===== config.mk =====
export PLATFORM = sky130hd
export DESIGN_NAME = axi_ar_issue
export DESIGN_NICKNAME = d
export VERILOG_FILES = /design/src/rtl/idma_axi_pkg.sv /design/src/rtl/idma_burst_calc.sv /design/src/rtl/axi_ar_issue.sv
export SDC_FILE = /design/constraint.sdc
export NUM_CORES = 1
export LEC_CHECK = 0
export ABC_AREA = 1
export BUFFER_PORTS_ARGS = -buffer_cell sky130_fd_sc_hd__buf_2
export CAP_MARGIN = 30
export CORE_UTILIZATION = 60
export CTS_CLUSTER_SIZE = 25
export DETAILED_ROUTE_END_ITERATION = 10
export GPL_TIMING_DRIVEN = 0
export HOLD_SLACK_MARGIN = 0.08
export PLACE_DENSITY_LB_ADDON = 0.08
export REMOVE_ABC_BUFFERS = 1
export SKIP_CTS_REPAIR_TIMING = 1
export SLEW_MARGIN = 20
export SYNTH_ARGS = -nofsm -noshare
export SYNTH_HDL_FRONTEND = slang
export SYNTH_SLANG_ARGS = --single-unit

===== constraint.sdc =====
create_clock -name clk -period 5.35 [get_ports clk]
set_clock_uncertainty 0.05 [all_clocks]
set_input_delay 0.2675 -clock clk [delete_from_list [all_inputs] [get_ports clk]]
set_output_delay 0.2675 -clock clk [all_outputs]
set_load 0.02 [all_outputs]

===== src/rtl/idma_axi_pkg.sv =====
// Shared iDMA AXI definitions: issuer FSM encoding and AXI protocol constants.
// Imported by the read-side and write-side address issuers.
package idma_axi_pkg;

  typedef enum logic [1:0] {
    StIdle = 2'd0,
    StCalc = 2'd1,
    StAddr = 2'd2
  } state_e;

  localparam logic [1:0]  AXI_BURST_INCR = 2'b01;
  localparam int unsigned AXI_4K_BYTES   = 4096;

endpackage


===== src/rtl/idma_burst_calc.sv =====
// Combinational burst sizing: beats for the next burst given the page offset and remaining beats.
// Result is min(rem_beats, MAX_BURST, beats left before the next 4KB boundary).
module idma_burst_calc
  import idma_axi_pkg::*;
#(
  parameter int unsigned LEN_W      = 32,
  parameter int unsigned DATA_BYTES = 8,
  parameter int unsigned MAX_BURST  = 16
) (
  input  logic [11:0]      page_off_i,
  input  logic [LEN_W-1:0] rem_beats_i,
  output logic [8:0]       n_o
);

  localparam int unsigned SizeLog = $clog2(DATA_BYTES);

  logic [12:0] page_bytes;
  logic [12:0] page_beats;
  logic [12:0] cap;

  always_comb begin
    // Offset is beat aligned, so the shift is exact.
    page_bytes = 13'(AXI_4K_BYTES) - {1'b0, page_off_i};
    page_beats = page_bytes >> SizeLog;
    cap        = (page_beats < 13'(MAX_BURST)) ? page_beats : 13'(MAX_BURST);
    n_o        = (rem_beats_i < LEN_W'(cap)) ? 9'(rem_beats_i) : 9'(cap);
  end

endmodule


===== src/rtl/axi_ar_issue.sv =====
// Read-side iDMA address issuer: pops descriptors from the address FIFO and issues
// 4KB-safe AXI4 INCR read bursts, limiting outstanding bursts by counting RLAST.
module axi_ar_issue
  import idma_axi_pkg::*;
#(
  parameter int unsigned ADDR_W     = 32,
  parameter int unsigned LEN_W      = 32,
  parameter int unsigned DATA_BYTES = 8,
  parameter int unsigned MAX_BURST  = 16,
  parameter int unsigned MAX_OSTD   = 8,
  parameter int unsigned OSTD_W     = 4
) (
  input  logic                    clk,
  input  logic                    rst,
  input  logic                    init,
  input  logic                    addr_fifo_empty,
  input  logic [ADDR_W+LEN_W-1:0] addr_fifo_data_out,
  output logic                    addr_fifo_pop,
  output logic [ADDR_W-1:0]       araddr,
  output logic [7:0]              arlen,
  output logic [2:0]              arsize,
  output logic [1:0]              arburst,
  output logic                    arvalid,
  input  logic                    arready,
  input  logic                    rvalid,
  input  logic                    rready,
  input  logic                    rlast,
  output logic [OSTD_W-1:0]       ostd_cnt,
  output logic                    busy,
  output logic                    err_zero_len
);

  localparam int unsigned      SizeLog  = $clog2(DATA_BYTES);
  localparam logic [ADDR_W-1:0] BeatMask = ADDR_W'(DATA_BYTES - 1);

  state_e             state_q, state_d;
  logic [ADDR_W-1:0]  addr_q, addr_d;
  logic [LEN_W-1:0]   rem_q, rem_d;
  logic [8:0]         n_q, n_d;
  logic [ADDR_W-1:0]  araddr_q, araddr_d;
  logic [7:0]         arlen_q, arlen_d;
  logic               drop_q, drop_d;
  logic               err_q, err_d;
  logic [OSTD_W-1:0]  ostd_q, ostd_d;

  logic [ADDR_W-1:0]  fifo_addr;
  logic [LEN_W-1:0]   fifo_beats;
  logic [8:0]         calc_n;
  logic               ar_hs;
  logic               r_done;

  assign fifo_addr  = addr_fifo_data_out[ADDR_W+LEN_W-1:LEN_W];
  assign fifo_beats = addr_fifo_data_out[LEN_W-1:0];

  idma_burst_calc #(
    .LEN_W      (LEN_W),
    .DATA_BYTES (DATA_BYTES),
    .MAX_BURST  (MAX_BURST)
  ) u_burst_calc (
    .page_off_i  (addr_q[11:0]),
    .rem_beats_i (rem_q),
    .n_o         (calc_n)
  );

  assign arvalid      = (state_q == StAddr);
  assign araddr       = araddr_q;
  assign arlen        = arlen_q;
  assign arsize       = 3'(SizeLog);
  assign arburst      = AXI_BURST_INCR;
  assign ostd_cnt     = ostd_q;
  assign busy         = (state_q != StIdle) || (ostd_q != '0);
  assign err_zero_len = err_q;

  assign ar_hs  = arvalid && arready;
  assign r_done = rvalid && rready && rlast;

  always_comb begin
    ostd_d = ostd_q;
    if (ar_hs && !r_done) begin
      ostd_d = ostd_q + OSTD_W'(1);
    end else if (!ar_hs && r_done && (ostd_q != '0)) begin
      ostd_d = ostd_q - OSTD_W'(1);
    end
  end

  always_comb begin
    state_d       = state_q;
    addr_d        = addr_q;
    rem_d         = rem_q;
    n_d           = n_q;
    araddr_d      = araddr_q;
    arlen_d       = arlen_q;
    drop_d        = drop_q;
    err_d         = 1'b0;
    addr_fifo_pop = 1'b0;

    unique case (state_q)
      StIdle: begin
        drop_d = 1'b0;
        if (!addr_fifo_empty && !init && !rst) begin
          addr_fifo_pop = 1'b1;
          addr_d        = fifo_addr & ~BeatMask;
          rem_d         = fifo_beats;
          if (fifo_beats == '0) begin
            err_d = 1'b1;
          end else begin
            state_d = StCalc;
          end
        end
      end
      StCalc: begin
        if (init) begin
          state_d = StIdle;
        end else begin
          n_d      = calc_n;
          araddr_d = addr_q;
          arlen_d  = 8'(calc_n - 9'd1);
          if (ostd_q < OSTD_W'(MAX_OSTD)) begin
            state_d = StAddr;
          end
        end
      end
      StAddr: begin
        // A soft clear here must not withdraw arvalid; remember it until the handshake.
        if (init) begin
          drop_d = 1'b1;
        end
        if (arready) begin
          addr_d = addr_q + (ADDR_W'(n_q) << SizeLog);
          rem_d  = rem_q - LEN_W'(n_q);
          if ((rem_d == '0) || init || drop_q) begin
            state_d = StIdle;
          end else begin
            state_d = StCalc;
          end
        end
      end
      default: state_d = StIdle;
    endcase
  end

  always_ff @(posedge clk) begin
    if (rst) begin
      state_q  <= StIdle;
      addr_q   <= '0;
      rem_q    <= '0;
      n_q      <= '0;
      araddr_q <= '0;
      arlen_q  <= '0;
      drop_q   <= 1'b0;
      err_q    <= 1'b0;
      ostd_q   <= '0;
    end else begin
      state_q  <= state_d;
      addr_q   <= addr_d;
      rem_q    <= rem_d;
      n_q      <= n_d;
      araddr_q <= araddr_d;
      arlen_q  <= arlen_d;
      drop_q   <= drop_d;
      err_q    <= err_d;
      ostd_q   <= ostd_d;
    end
  end

endmodule

After elaboration in Yosys (flattened, before gate mapping). Index checks and enable logic that the tools add are counted.

Register bits after elaboration: 121. Input bits: 72.

Bitwise logic cells: 3. Equal/unequal tests: 7. Multiplexer cells: 22. $add $sub $neg: 6. Order comparisons: 3. Reduce and logical (&&, ||, !) cells: 28.

Operator list (count): 32-bit two-way mux (4); 32-bit case mux with 2 select lines (2); 32-bit zero test (2); 32-bit by 12-bit adder with 32-bit output (1); 32-bit by 13-bit < comparator with 1-bit output (1); 32-bit by 9-bit subtractor with 32-bit output (1); 13-bit by 12-bit subtractor with 13-bit output (first input constant) (1); 10-bit by 5-bit < comparator with 1-bit output (second input constant) (1); 10-bit two-way mux (1); 2-bit two-way mux (5); 9-bit two-way mux (1); 1-bit logical AND (8); 4-bit two-way mux (2); 8-bit by 1-bit subtractor with 8-bit output (second input constant) (1); 2-bit != test (second input constant) (3); 2-bit case mux with 3 select lines (1); 2-bit nonzero test (3); 1-bit zero test (5); 1-bit two-way mux (5); 4-bit by 1-bit adder with 4-bit output (second input constant) (1); 4-bit < comparator (second input constant) (1); 2-bit AND reduction (2); 4-bit AND reduction (1); 4-bit nonzero test (1); other kinds (11) (15).

Logic depth before layout (Yosys ltp). Gate-level depths: netlist of run 1.

Depth in word-level cells: 7. Gate-level depth with buffers: 26.

Modules after synthesis. A second synthesis of run 1 with hierarchy kept.

Cell total of the unflattened synthesis: 1290. Area total of the unflattened synthesis: 8144.1 sq um.

Modules (own cells, without submodules): axi_ar_issue (cells each 1192, times used 1, sequential area each 2302.2 sq um, area each 7546.0 sq um); idma_burst_calc (cells each 98, times used 1, sequential area each 0.0 sq um, area each 598.1 sq um).

Worst setup path after synthesis of run 1. Ideal clock, no wire load.

Kind: register to register. Start point: reg addr_q[4]. End point: reg arlen_q[2], in the netlist arlen[2]. Data required time: 5244 ps. Data arrival time: 2726 ps. Cell stages (with the launch flop): 24. Path slack: 2518 ps. Cell sequence: dfxtp_1 > inv_1 > ha_1 > nand2_1 > nor2_1 > nand2_1 > nand2_1 > nand2_1 > a21oi_1 > o21ai_0 > ha_1 > a21oi_1 > nand2_1 > nand2_1 > nand2_1 > nand2_1 > nand2_2 > nand2_1 > nand2_1 > ha_1 > or2_0 > nand3_1 > o211ai_1 > inv_2.

Cells in the longest elaborated chain, start to end: 6.

RTL lines: from (decl) (line axi_ar_issue.sv:37) `logic [ADDR_W-1:0] addr_q, addr_d;`; from (signal assigned) (line axi_ar_issue.sv:155) `addr_q <= addr_d;`; 13-bit by 12-bit subtractor with 13-bit output (*) (line idma_burst_calc.sv:23) `page_bytes = 13'(AXI_4K_BYTES) - {1'b0, page_off_i};`; 10-bit by 5-bit < comparator with 1-bit output (line idma_burst_calc.sv:25) `cap = (page_beats < 13'(MAX_BURST)) ? page_beats : 13'(MAX_BURST);`; 10-bit two-way mux (*) (line idma_burst_calc.sv:25); 32-bit by 13-bit < comparator with 1-bit output (line idma_burst_calc.sv:26) `n_o = (rem_beats_i < LEN_W'(cap)) ? 9'(rem_beats_i) : 9'(cap);`; 9-bit two-way mux (*) (line idma_burst_calc.sv:26); 8-bit by 1-bit subtractor with 8-bit output (*) (line axi_ar_issue.sv:117) `arlen_d = 8'(calc_n - 9'd1);`; to (signal assigned) (line axi_ar_issue.sv:159) `arlen_q <= arlen_d;`; to (decl) (line axi_ar_issue.sv:41) `logic [7:0] arlen_q, arlen_d;`.

Mark *: on every way between the ends. The rest lies on a longest branch, timed or not. A chain may end at the register's enable or synchronous reset.

Final worst setup path of run 1.
Start point: reg addr_q[3]. End point: reg arlen_q[6], in the netlist arlen[6].

Same word-level chain as after synthesis.

==> summary.md, run 1 <==
| Metric | Value |
|---|---|
| Status | finished, final reports clean |
| Cell with the largest stage delay on the worst path | dfxtp_1 |
| Synth Flop Type | dfxtp_1 |
| Buffers on Ports | around 110 |
| Most frequent CP cell | nand2_1 |
| DP HPWL | 14.8 mm |
| Adder-cell area share of the yosys netlist | 6.08% |
| Final-report setup violation count | 0 |
| Worst-Margin Slew | 0.918 ns |
| Worst slew margin | between 30% and 40% |
| DIE HEIGHT | 114 um |
| Final WS setup | 1.91 ns |
| Clock Sinks | ~120 |
| RSZ-0062 raised after global routing | false |
| Crit path DAT | 3.71 ns |
| Initial antenna violation count | 0 |
| Mean post-synth cell area | 6.48 um2 |
| CP Launch Type | flip-flop |
| Count of cell types in the netlist | between 40 and 50 |
| CP peak stage delay | 0.42 ns |
| Vias in the first global route | around 7500 |
| Delay-heaviest family, CP | simple AND/OR/NAND/NOR gates |
| CTS tree | yes |
| Crit Path Max Fanout | 6 |
| Worst slack, placed | 2.02 ns |
| Global-route wire length before repair | between 30 and 40 mm |
| Initial Util | between 60% and 70% |
| Post-Synthesis Cell Area | 0.00758 mm2 |
| Design Power | 2.69 mW |
| Remaining antenna violation count | 0 |
| Worst-Skew Late Latency | approximately 0.43 ns |
| Total leakage power | 4.22 nW |
| CTS root buf | clkbuf_16 |
| Min Tclk post-route | 3.44 ns |
| Hold Fails Final Rpt | 0 |
| Fmax | 0.291 GHz |
| Row count | 40 |
| GR Overflow Total | 0 |
| P per Cell Area | 300 mW/mm2 |
| Placer Congestion | just under 1 |
| Most frequent cells in the layout | nand2_1, nor2_1, a21oi_1 |
| Ys Warns | 0 |
| Area delta synth->final | 18.2% |
| Register area share after synthesis | 30.4% |
| Post-synthesis compound-gate area fraction | 21.1% |
| Hold/Removal Path Class | in2reg |
| Peak VDD IR | between 0.0002 and 0.00025 V |
| CP endpoint kind | flip-flop |
| CP bufs+invs | 2 |
| CTS Buffer Depth | 2 |
| Final Util | 73.6% |
| Pins Over Slew Limit | 0 |
| Leading cell type in the layout, fill and taps excluded | nand2_1 |
| Vias post-DR | between 8000 and 9000 |
| Die Footprint | 0.0131 mm2 |
| Async set-reset flop share out of synthesis | 0% |
| Clock slew at reported path FFs | 0.05 ns |
| Layout cell share with drive strength beyond 1 | 15.4% |
| Maxcap violations | 0 |
| Simple-gate area share of the yosys netlist | 30.3% |
| Crit path kind | reg2reg |
| N_diodes | 0 |
| Req. time, crit path | 5.62 ns |
| Largest family of logic cells by synthesized area | simple AND/OR/NAND/NOR gates |
| Final worst-path cycle share | 64.2% |
| #FFs+latches synth | 115 |
| Synth Area in XOR/XNOR | about 3.1% |
| Routed WL per cell | 14.5 um |
| Area share of the largest cell type after synthesis | around 30% |
| Cts bufs inserted | 17 |
| H-tree depth | 4 |
| Via density | between 5 and 6 |
| IO Count | 125 |
| WL final | about 21 mm |
| Largest net degree at the start of global routing | between 80 and 90 |
| Final net count | between 1000 and 1500 |
| Ranking of synthesized cells by area | dfxtp_1, nand2_1, nor2_1 |
| Core ar. | about 0.012 mm2 |
| DRC violations left | 0 |
| Number of DRC markers in iteration 0 | 662 |
| GRT Overall Usage | ~34% |
| Cells after synthesis | 1169 |
| Cell taking the most area after synthesis | dfxtp_1 |
| Die W | 114 um |
| Number of synthesized flops with an enable pin | 0 |
| Mux cell area share after synthesis | 0% |
| Final hold slack | around 0.066 ns |
| 1st-pass router iterations | 6 |
==> metrics by stage <==
stage,setup TNS [ns],cell area [um2],std cells
final,0,8950,1451
after global routing,0,8950,1451
after CTS,0,8920,1449
after detailed placement,0,8340,1417
after global placement,-203.05,8160,1407
after floorplan,-6.00,7380,1126
==> sequential cells by signal, indices dropped and copies added, names as in the netlist <==
name / count
rem_q: 32
addr_q: 29
araddr: 29
n_q: 9
arlen: 8
ostd_cnt: 4
state_q: 2
drop_q: 1
err_zero_len: 1
==> report_power, final <==
part           switching, mW  internal [mW]  total [mW]
Combinational          0.420          0.223       0.644
Clock                  0.408          0.704        1.11
Sequential            0.0384          0.896       0.934
==> worst min-delay path: cells and delay by family <==
kind / cells / cell delay [ns]
buf+inv: 2 / 0.15
simple gates: 2 / 0.09
==> metal layers <==
metal | vias to the layer above | GRT usage (%) | routed length [um]
met2 | 335 | 55.8 | 9520
met5 | - | 0 | 0
li1 | 4073 | - | -
met4 | 0 | 14.1 | 529
met1 | 3629 | 44.4 | 9420
met3 | 44 | 6.30 | 1500
==> Yosys cell counts (2+ instances only) <==
cell type / count
o211ai_1: 24
nor3_1: 19
a21o_1: 6
nand2_2: 7
fa_1: 3
nand2_1: 232
inv_1: 110
o21ai_1: 3
nand3b_1: 3
or2_0: 3
o21bai_1: 3
xnor2_1: 8
or2_2: 10
nor2_1: 168
o21ai_2: 2
a211oi_1: 5
buf_4: 8
o21ai_0: 99
a31oi_1: 8
nand3_1: 53
or2_1: 3
and3_1: 2
dfxtp_1: 115
inv_2: 5
a221oi_1: 6
conb_1: 2
ha_1: 32
xor2_1: 19
a21oi_4: 2
nor4_1: 12
o21a_1: 2
clkbuf_1: 44
nor2_2: 6
a21oi_1: 118
nand4_1: 15
==> cell type report <==
type | instances | area, um2
clock buffer | 22 | 464
tap | 168 | 210
fill | 1047 | 3210
inverter | 117 | 443
clock inverter | 10 | 108
sequential | 115 | 2300
timing repair buffer | 125 | 771
multi-input combinational | 894 | 4660
==> kinds of logic after synthesis <==
family                     count (synthesis)
and+or+nand+nor                          538
AOI/OAI and AO/OA                        281
xor gates and xnor gates                  27
other                                      2
adders and majority gates                 35
buffers and inverters                    171
DFF                                      115
==> worst paths after layout <==
path	from	end	slack, ns	cells after the start
setup / recovery	addr_q[3]	arlen[6]	1.91	25
hold / removal	addr_fifo_empty	err_zero_len	0.07	4
setup reg to reg	addr_q[3]	arlen[6]	1.91	25
hold reg to reg	rem_q[26]	rem_q[26]	0.44	2
Note: power is estimated with default switching activity, not from simulation.
==> run 2: changes to the inputs <==
--- a/config.mk
+++ b/config.mk
@@ -5,10 +5,10 @@
 export SDC_FILE = /design/constraint.sdc
 export NUM_CORES = 1
 export LEC_CHECK = 0
-export ABC_AREA = 1
+export ABC_AREA = 0
 export BUFFER_PORTS_ARGS = -buffer_cell sky130_fd_sc_hd__buf_2
 export CAP_MARGIN = 30
-export CORE_UTILIZATION = 60
+export CORE_UTILIZATION = 57
 export CTS_CLUSTER_SIZE = 25
 export DETAILED_ROUTE_END_ITERATION = 10
 export GPL_TIMING_DRIVEN = 0
==> constraint.sdc (replaced) <==
create_clock -name clk -period 3.3 [get_ports clk]
set_clock_uncertainty 0.05 [all_clocks]
set_input_delay 0.165 -clock clk [delete_from_list [all_inputs] [get_ports clk]]
set_output_delay 0.165 -clock clk [all_outputs]
set_load 0.02 [all_outputs]
==> run 2 against run 1 <==
The run now ends with setup timing left. Largest power group unchanged. Largest cell class unchanged. Core utilization grew 2.5 points. Maximum frequency shrank 11%. Combinational power grew 29%.
==> summary.md, run 2 <==
| Metric | Value |
|---|---|
| Min Tclk post-route | 3.86 ns (+0.429 ns) |
| Pins Over Slew Limit | 0 (unchanged) |
| Placer Congestion | 0.920 (-4.3%) |
| Largest register FFs | 32 (unchanged) |
| Count leader, synth | nand2_1 |
| Via density | 6.18 (+11%) |
| Vias in the first global route | 6612 (-11%) |
| Worst slew margin | 42.9% (+4.3 points) |
| Worst-Skew Late Latency | 0.43 ns (about the same) |
| Req. time, crit path | 3.60 ns (-2.02 ns) |
| Hold/Removal Path Class | in2reg |
| Number of synthesized flops with an enable pin | 0 (unchanged) |
| Cell taking the most area after synthesis | dfxtp_1 |
| Count of cell types in the netlist | 80 (+70%) |
| CTS tree | yes |
| Cells after synthesis | 961 (-18%) |
| Peak VDD IR | 0.000447 V (+98%) |
| N_diodes | 0 (unchanged) |
| Setup crit start | addr_q[4] |
| Crit Path Max Fanout | 5 (-1) |
| Hold Fails Final Rpt | 0 (unchanged) |
| Register area share after synthesis | 31.6% (+1.2 points) |
| CP endpoint kind | flip-flop |
| Flop pwr share | 34.1% (-0.6 points) |
| Die W | 115 um (+0.58%) |
| Placed Area | 0.00795 mm2 (-4.7%) |
| Clk pwr share | 47.3% (+6.0 points) |
| Global-route wire length before repair | 33.0 mm (-6.3%) |
| Die Footprint | 0.0132 mm2 (+1.2%) |
| Initial antenna violation count | 0 (unchanged) |
| Final net count | 1187 (-14%) |
| WL final | 21.7 mm (+3.5%) |
| Layout cell share with drive strength beyond 1 | 21.0% (+5.6 points) |
| Final-report setup violation count | 15 (+15) |
| Cts bufs inserted | 17 (unchanged) |
| Post-Synthesis Cell Area | 0.00728 mm2 (-3.9%) |
| Ranking of synthesized cells by area | dfxtp_1, nand2_1, a21oi_1 |
| Placed insts | 1191 (-16%) |
| Top cells by count, synth | nand2_1, dfxtp_1, a21oi_1, nor2_1, clkbuf_1 |
| Status | finished, violations left |
| Final Util | 76.1% (+2.5 points) |
| P per Cell Area | 479 mW/mm2 (+59%) |
| Largest net degree at the start of global routing | 78 (-4.9%) |
| DIE HEIGHT | 115 um (+0.58%) |
| Mean post-synth cell area | 7.58 um2 (+17%) |
| DP HPWL | 14.1 mm (-4.7%) |
| IO Count | 125 (unchanged) |
| Reg2Reg Depth | 18 (-28%) |
| GRT Overall Usage | 31.5% (-2.7 points) |
| Crit path DAT | 4.17 ns (+0.46 ns) |
| Design Power | 4.45 mW (+65%) |
| Combinational power share | 18.6% (-5.3 points) |
| Ys Warns | 0 (unchanged) |
| Area share of the largest cell type after synthesis | 31.6% (+1.2 points) |
| DRC violations left | 0 (unchanged) |
| Number of DRC markers in iteration 0 | 732 (+11%) |
| FF-to-FF Start | addr_q[4] |
| H-tree depth | 4 (unchanged) |
| Area delta synth->final | 27.7% |
| GR Overflow Total | 0 (unchanged) |
| Routed WL per cell | 17.2 um (+19%) |
| Total leakage power | 3.66 nW (-13%) |
| 1st-pass router iterations | 5 (-1) |
| Row count | 40 (unchanged) |
| Critical R2R Capture | arlen[4] |
| Vias post-DR | 7793 (-3.6%) |
| Design area | 0.00930 mm2 (+3.8%) |
| Worst-Margin Slew | 0.855 ns (-0.0624 ns) |
| CTS root buf | clkbuf_16 |
| Setup crit end | arlen[4] |
| Maxcap violations | 0 (unchanged) |
| Failing checks | setup timing |
| Clock slew at reported path FFs | 0.06 ns (about the same) |
| Most frequent cells in the layout | nand2_1, buf_2, dfxtp_1 |
| RSZ-0062 raised after global routing | true |
| Switching Fraction | 27.3% (-4.9 points) |
| Fmax | 0.259 GHz (-11%) |
| Initial Util | 59.6% (-2.7 points) |
| Leading cell type in the layout, fill and taps excluded | nand2_1 |
| Register bank with the most flops | rem_q |
| Buffers on Ports | 113 (unchanged) |
| Synth Flop Type | dfxtp_1 |
| R2R Setup Slk | -0.56 ns (-2.48 ns) |
| CP Launch Type | flip-flop |
| CTS Buffer Depth | 2 (unchanged) |
| Psw | 1.22 mW (+40%) |
| Final WS setup | -0.565 ns (-2.48 ns) |
| Clock Sinks | 115 (unchanged) |
| Async set-reset flop share out of synthesis | 0% (unchanged) |
| Crit path kind | reg2reg |
| Final worst-path cycle share | 117% (+53 points) |
| Remaining antenna violation count | 0 (unchanged) |
| #FFs+latches synth | 115 (unchanged) |
| Final std cells w/o fill | 1260 (-13%) |
| Internal | 3.23 mW (+77%) |
| Core ar. | 0.0122 mm2 (+0.41%) |
run 2: worst min-delay path by stage:
stage                      startpoint   endpoint  slack, ns  cells after the start
2_1_floorplan                     rst  rem_q[27]       0.18                      1
3_3_place_gp                 arlen[3]   arlen[3]       0.39                      2
3_5_place_dp   addr_fifo_data_out[40]  addr_q[8]       0.39                      3
4_1_cts        addr_fifo_data_out[40]  addr_q[8]      -0.05                      3
5_1_grt        addr_fifo_data_out[14]  rem_q[14]       0.09                      3
6_report       addr_fifo_data_out[12]  rem_q[12]       0.05                      5
run 2: cell families after synthesis:
| logic type | synth area share, % |
|---|---|
| buf+inv | 6.12 |
| simple gates | 24.2 |
| fa+ha+maj | 6.32 |
| flops | 31.6 |
| other cells | 0.103 |
| mux | 0.584 |
| compound gates | 28.2 |
| xor+xnor | 2.89 |
run 2: area by class of cell:
| cell class | count | area (um2) |
|---|---|---|
| Multi-Input combinational cell | 749 | 4880 |
| Sequential cell | 115 | 2320 |
| Fill cell | 947 | 2920 |
| Clock inverter | 9 | 201 |
| Tap cell | 168 | 210 |
| Clock buffer | 22 | 464 |
| Timing Repair Buffer | 159 | 1070 |
| Inverter | 38 | 158 |
run 2: power by group through the flow:
stage	logic (mW)	registers, mW	clock network (mW)
finish	0.828	1.52	2.11
global placement	0.687	1.54	0
global route	0.902	1.52	2.18
detailed placement	0.705	1.54	0
floorplan	0.485	1.52	0
CTS	0.710	1.51	2.10
run 2: through the flow:
| step | setup WS [ns] | TNS [ns] | hold slack [ns] |
|---|---|---|---|
| floorplan | -1.68 | -121.32 | 0.181 |
| global placement | -4.02 | -351.42 | 0.388 |
| detailed placement | -1.56 | -19.75 | 0.388 |
| CTS | -1.57 | -20.55 | -0.0463 |
| global route | -0.760 | -5.90 | 0.0888 |
| finish | -0.565 | -3.68 | 0.0537 |
run 2: per-layer routing:
metal / up-vias / wire length [um] / track usage (%)
li1: 3778 / - / -
met1: 3595 / 9380 / 41.7
met2: 375 / 10100 / 50.7
met3: 45 / 1710 / 7.33
met4: 0 / 489 / 9.87
met5: - / 0 / 0
run 2: worst max-delay path, stage by stage (launching register included):
cell and delay, ns:
dfxtp_4 0.37, inv_4 0.08, ha_4 0.15, nor3b_4 0.19
mux2_4 0.33, a221oi_4 0.29, buf_12 0.17, nand2_2 0.07
ha_4 0.25, a21oi_4 0.14, nor2b_2 0.05, o21ai_1 0.19
nand4_1 0.18, o211ai_1 0.31, a21boi_4 0.25, ha_4 0.16
inv_1 0.07, o41a_1 0.33, a31oi_1 0.17
==> run 3: changes to the inputs <==
--- a/config.mk
+++ b/config.mk
@@ -8,8 +8,10 @@
 export ABC_AREA = 0
 export BUFFER_PORTS_ARGS = -buffer_cell sky130_fd_sc_hd__buf_2
 export CAP_MARGIN = 30
-export CORE_UTILIZATION = 57
-export CTS_CLUSTER_SIZE = 25
+export CELL_PAD_IN_SITES_DETAIL_PLACEMENT = 0
+export CELL_PAD_IN_SITES_GLOBAL_PLACEMENT = 2
+export CORE_UTILIZATION = 33
+export CTS_CLUSTER_SIZE = 16
 export DETAILED_ROUTE_END_ITERATION = 10
 export GPL_TIMING_DRIVEN = 0
 export HOLD_SLACK_MARGIN = 0.08
==> run 3 against run 2 <==
The flow still finishes with violations (setup timing). Maximum frequency rose by 0.70%. Global-route usage fell by 9.4 points. Core utilization down 32 points. Worst hold slack worse by 0.0022 ns. Worst setup slack improved by 0.027 ns. Sequential share of layout area down 0.14 points. First-iteration DRC count decreased by 37%. Sequential cell count did not move. Register-to-register slack improved by 0.03 ns. Largest cell class unchanged. Largest power group unchanged.
==> summary.md, run 3 (synthesis gave the netlist of run 2 again) <==
| Metric | Value |
|---|---|
| Status | finished, violations left |
| Failing checks | setup timing |
| R2R Setup Slk | -0.54 ns (+0.03 ns) |
| DIE HEIGHT | 151 um (+31%) |
| Core ar. | 0.0214 mm2 (+75%) |
| Buffers on Ports | 113 (unchanged) |
| Crit path DAT | 4.14 ns (-0.03 ns) |
| Worst-Skew Late Latency | 0.43 ns (about the same) |
| DRC violations left | 0 (unchanged) |
| CP endpoint kind | flip-flop |
| Largest net degree at the start of global routing | 68 (-13%) |
| Maxcap violations | 0 (unchanged) |
| Reg2Reg Depth | 21 (+3) |
| P per Cell Area | 469 mW/mm2 (-2.1%) |
| GRT Overall Usage | 22.1% (-9.4 points) |
| Clock Sinks | 115 (unchanged) |
| Leading cell type in the layout, fill and taps excluded | nand2_1 |
| Total leakage power | 3.65 nW (-0.23%) |
| Req. time, crit path | 3.60 ns (about the same) |
| Largest register FFs | 32 (unchanged) |
| Routed WL per cell | 18.2 um (+5.4%) |
| Design area | 0.00935 mm2 (+0.61%) |
| Vias in the first global route | 6800 (+2.8%) |
| Placer Congestion | 0.786 (-15%) |
| Worst-Margin Slew | 0.955 ns (+0.0993 ns) |
| Initial antenna violation count | 0 (unchanged) |
| Hold Fails Final Rpt | 0 (unchanged) |
| Register bank with the most flops | rem_q |
| Remaining antenna violation count | 0 (unchanged) |
| Number of DRC markers in iteration 0 | 460 (-37%) |
| DP HPWL | 17.4 mm (+24%) |
| Area delta synth->final | 28.4% |
| Layout cell share with drive strength beyond 1 | 21.9% (+0.95 points) |
| FF-to-FF Start | addr_q[4] |
| Sequential cell area | 0.00232 mm2 (about the same) |
| Vias post-DR | 7516 (-3.6%) |
| Final hold slack | 0.0515 ns (-0.00221 ns) |
| Pins Over Slew Limit | 0 (unchanged) |
| Final std cells w/o fill | 1370 (+8.7%) |
| Setup crit end | arlen[6] |
| Hold/Removal Path Class | in2reg |
| Crit path kind | reg2reg |
| Crit Path Max Fanout | 8 (+3) |
| GR Overflow Total | 0 (unchanged) |
| Area of the multi-input gates | 0.00482 mm2 (-1.1%) |
| Worst slew margin | 36.3% (-6.6 points) |
| Final Util | 43.8% (-32 points) |
| Placed insts | 1302 (+9.3%) |
| Initial Util | 34.1% (-26 points) |
| Placed Area | 0.00815 mm2 (+2.5%) |
| Global-route wire length before repair | 38.5 mm (+16%) |
| Final net count | 1189 (+0.17%) |
| CTS tree | yes |
| Die Footprint | 0.0227 mm2 (+71%) |
| Peak VDD IR | 0.000301 V (-33%) |
| Cts bufs inserted | 17 (unchanged) |
| Filler cells | 2225 (+130%) |
| Critical R2R Capture | arlen[6] |
| Row count | 53 (+33%) |
| CTS root buf | clkbuf_16 |
| Die W | 151 um (+31%) |
| Via density | 5.49 (-11%) |
| WL final | 24.9 mm (+15%) |
| 1st-pass router iterations | 5 (unchanged) |
| H-tree depth | 4 (unchanged) |
| Final WS setup | -0.538 ns (+0.0268 ns) |
| RSZ-0062 raised after global routing | true |
| Fmax | 0.261 GHz (+0.70%) |
| CTS Buffer Depth | 2 (unchanged) |
| Final worst-path cycle share | 116% (-0.81 points) |
| IO Count | 125 (unchanged) |
| Most frequent cells in the layout | nand2_1, buf_2, dfxtp_1 |
| Clock slew at reported path FFs | 0.06 ns (about the same) |
| Setup crit start | addr_q[4] |
| Min Tclk post-route | 3.84 ns (-0.0268 ns) |
| Final-report setup violation count | 12 (-3) |
| CP Launch Type | flip-flop |
| N_diodes | 0 (unchanged) |
## run 3: cell count changes in the layout (fill, tap and decap cells not counted), sizes merged
cell and change:
inv +2, buf +7, clkbuf -6, bufinv -2
clkinvlp +1, clkinv +5, dlygate4sd3 -4
## run 3: layout make-up
type | count | share of cell area, %
Multi-Input combinational cell | 749 | 51.6
Sequential cell | 115 | 24.8
Timing Repair Buffer | 161 | 11.6
Clock buffer | 17 | 4.55
Tap cell | 275 | 3.68
Clock inverter | 15 | 2.21
Inverter | 38 | 1.66
## run 3: routing by layer
| metal | GRT usage [%] | vias to the layer above | share of wire (%) |
|---|---|---|---|
| met5 | 0 | - | 0 |
| met4 | 6.67 | 0 | 1.3 |
| met3 | 2.79 | 27 | 3.9 |
| met2 | 33.6 | 186 | 45 |
| met1 | 32.0 | 3506 | 50 |
| li1 | - | 3797 | - |
## run 3: worst min-delay path by stage
stage                                       from    endpoint  slack, ns  cells after the start
after global routing      addr_fifo_data_out[53]  addr_q[21]       0.08                      3
after detailed placement  addr_fifo_data_out[40]   addr_q[8]       0.39                      3
after global placement                  arlen[3]    arlen[3]       0.39                      2
after floorplan                              rst   rem_q[27]       0.18                      1
final                     addr_fifo_data_out[53]  addr_q[21]       0.05                      3
after CTS                 addr_fifo_data_out[40]   addr_q[8]      -0.05                      3
## run 3: where the power goes
part	internal (mW)	leakage, nW	switching [mW]
clock	1.27	0.304	0.742
combinational	0.351	2.41	0.504
sequential	1.44	0.938	0.0780
total	3.06	3.65	1.32
## run 3: critical path: stages (launching register included)
cell      delay [ns]
dfxtp_4         0.37
inv_4           0.07
ha_4            0.15
nor3b_4         0.19
mux2_4          0.32
a221oi_2        0.25
buf_6           0.19
and2_4          0.16
inv_4           0.05
ha_4            0.15
a21oi_2         0.10
nor2b_1         0.05
o21ai_1         0.19
nand4_1         0.20
o211ai_1        0.28
a21boi_4        0.24
ha_4            0.17
nand2_2         0.07
nor3_2          0.18
xor2_1          0.16
nand2_1         0.06
a21oi_1         0.11
## run 3: through the flow
step | total power [mW] | setup WS [ns] | setup TNS, ns
after global placement | 2.28 | -4.91 | -441.32
final | 4.38 | -0.538 | -3.37
after detailed placement | 2.29 | -1.49 | -15.35
after global routing | 4.58 | -0.761 | -5.54
after CTS | 4.32 | -1.50 | -15.55
after floorplan | 2.01 | -1.68 | -121.32
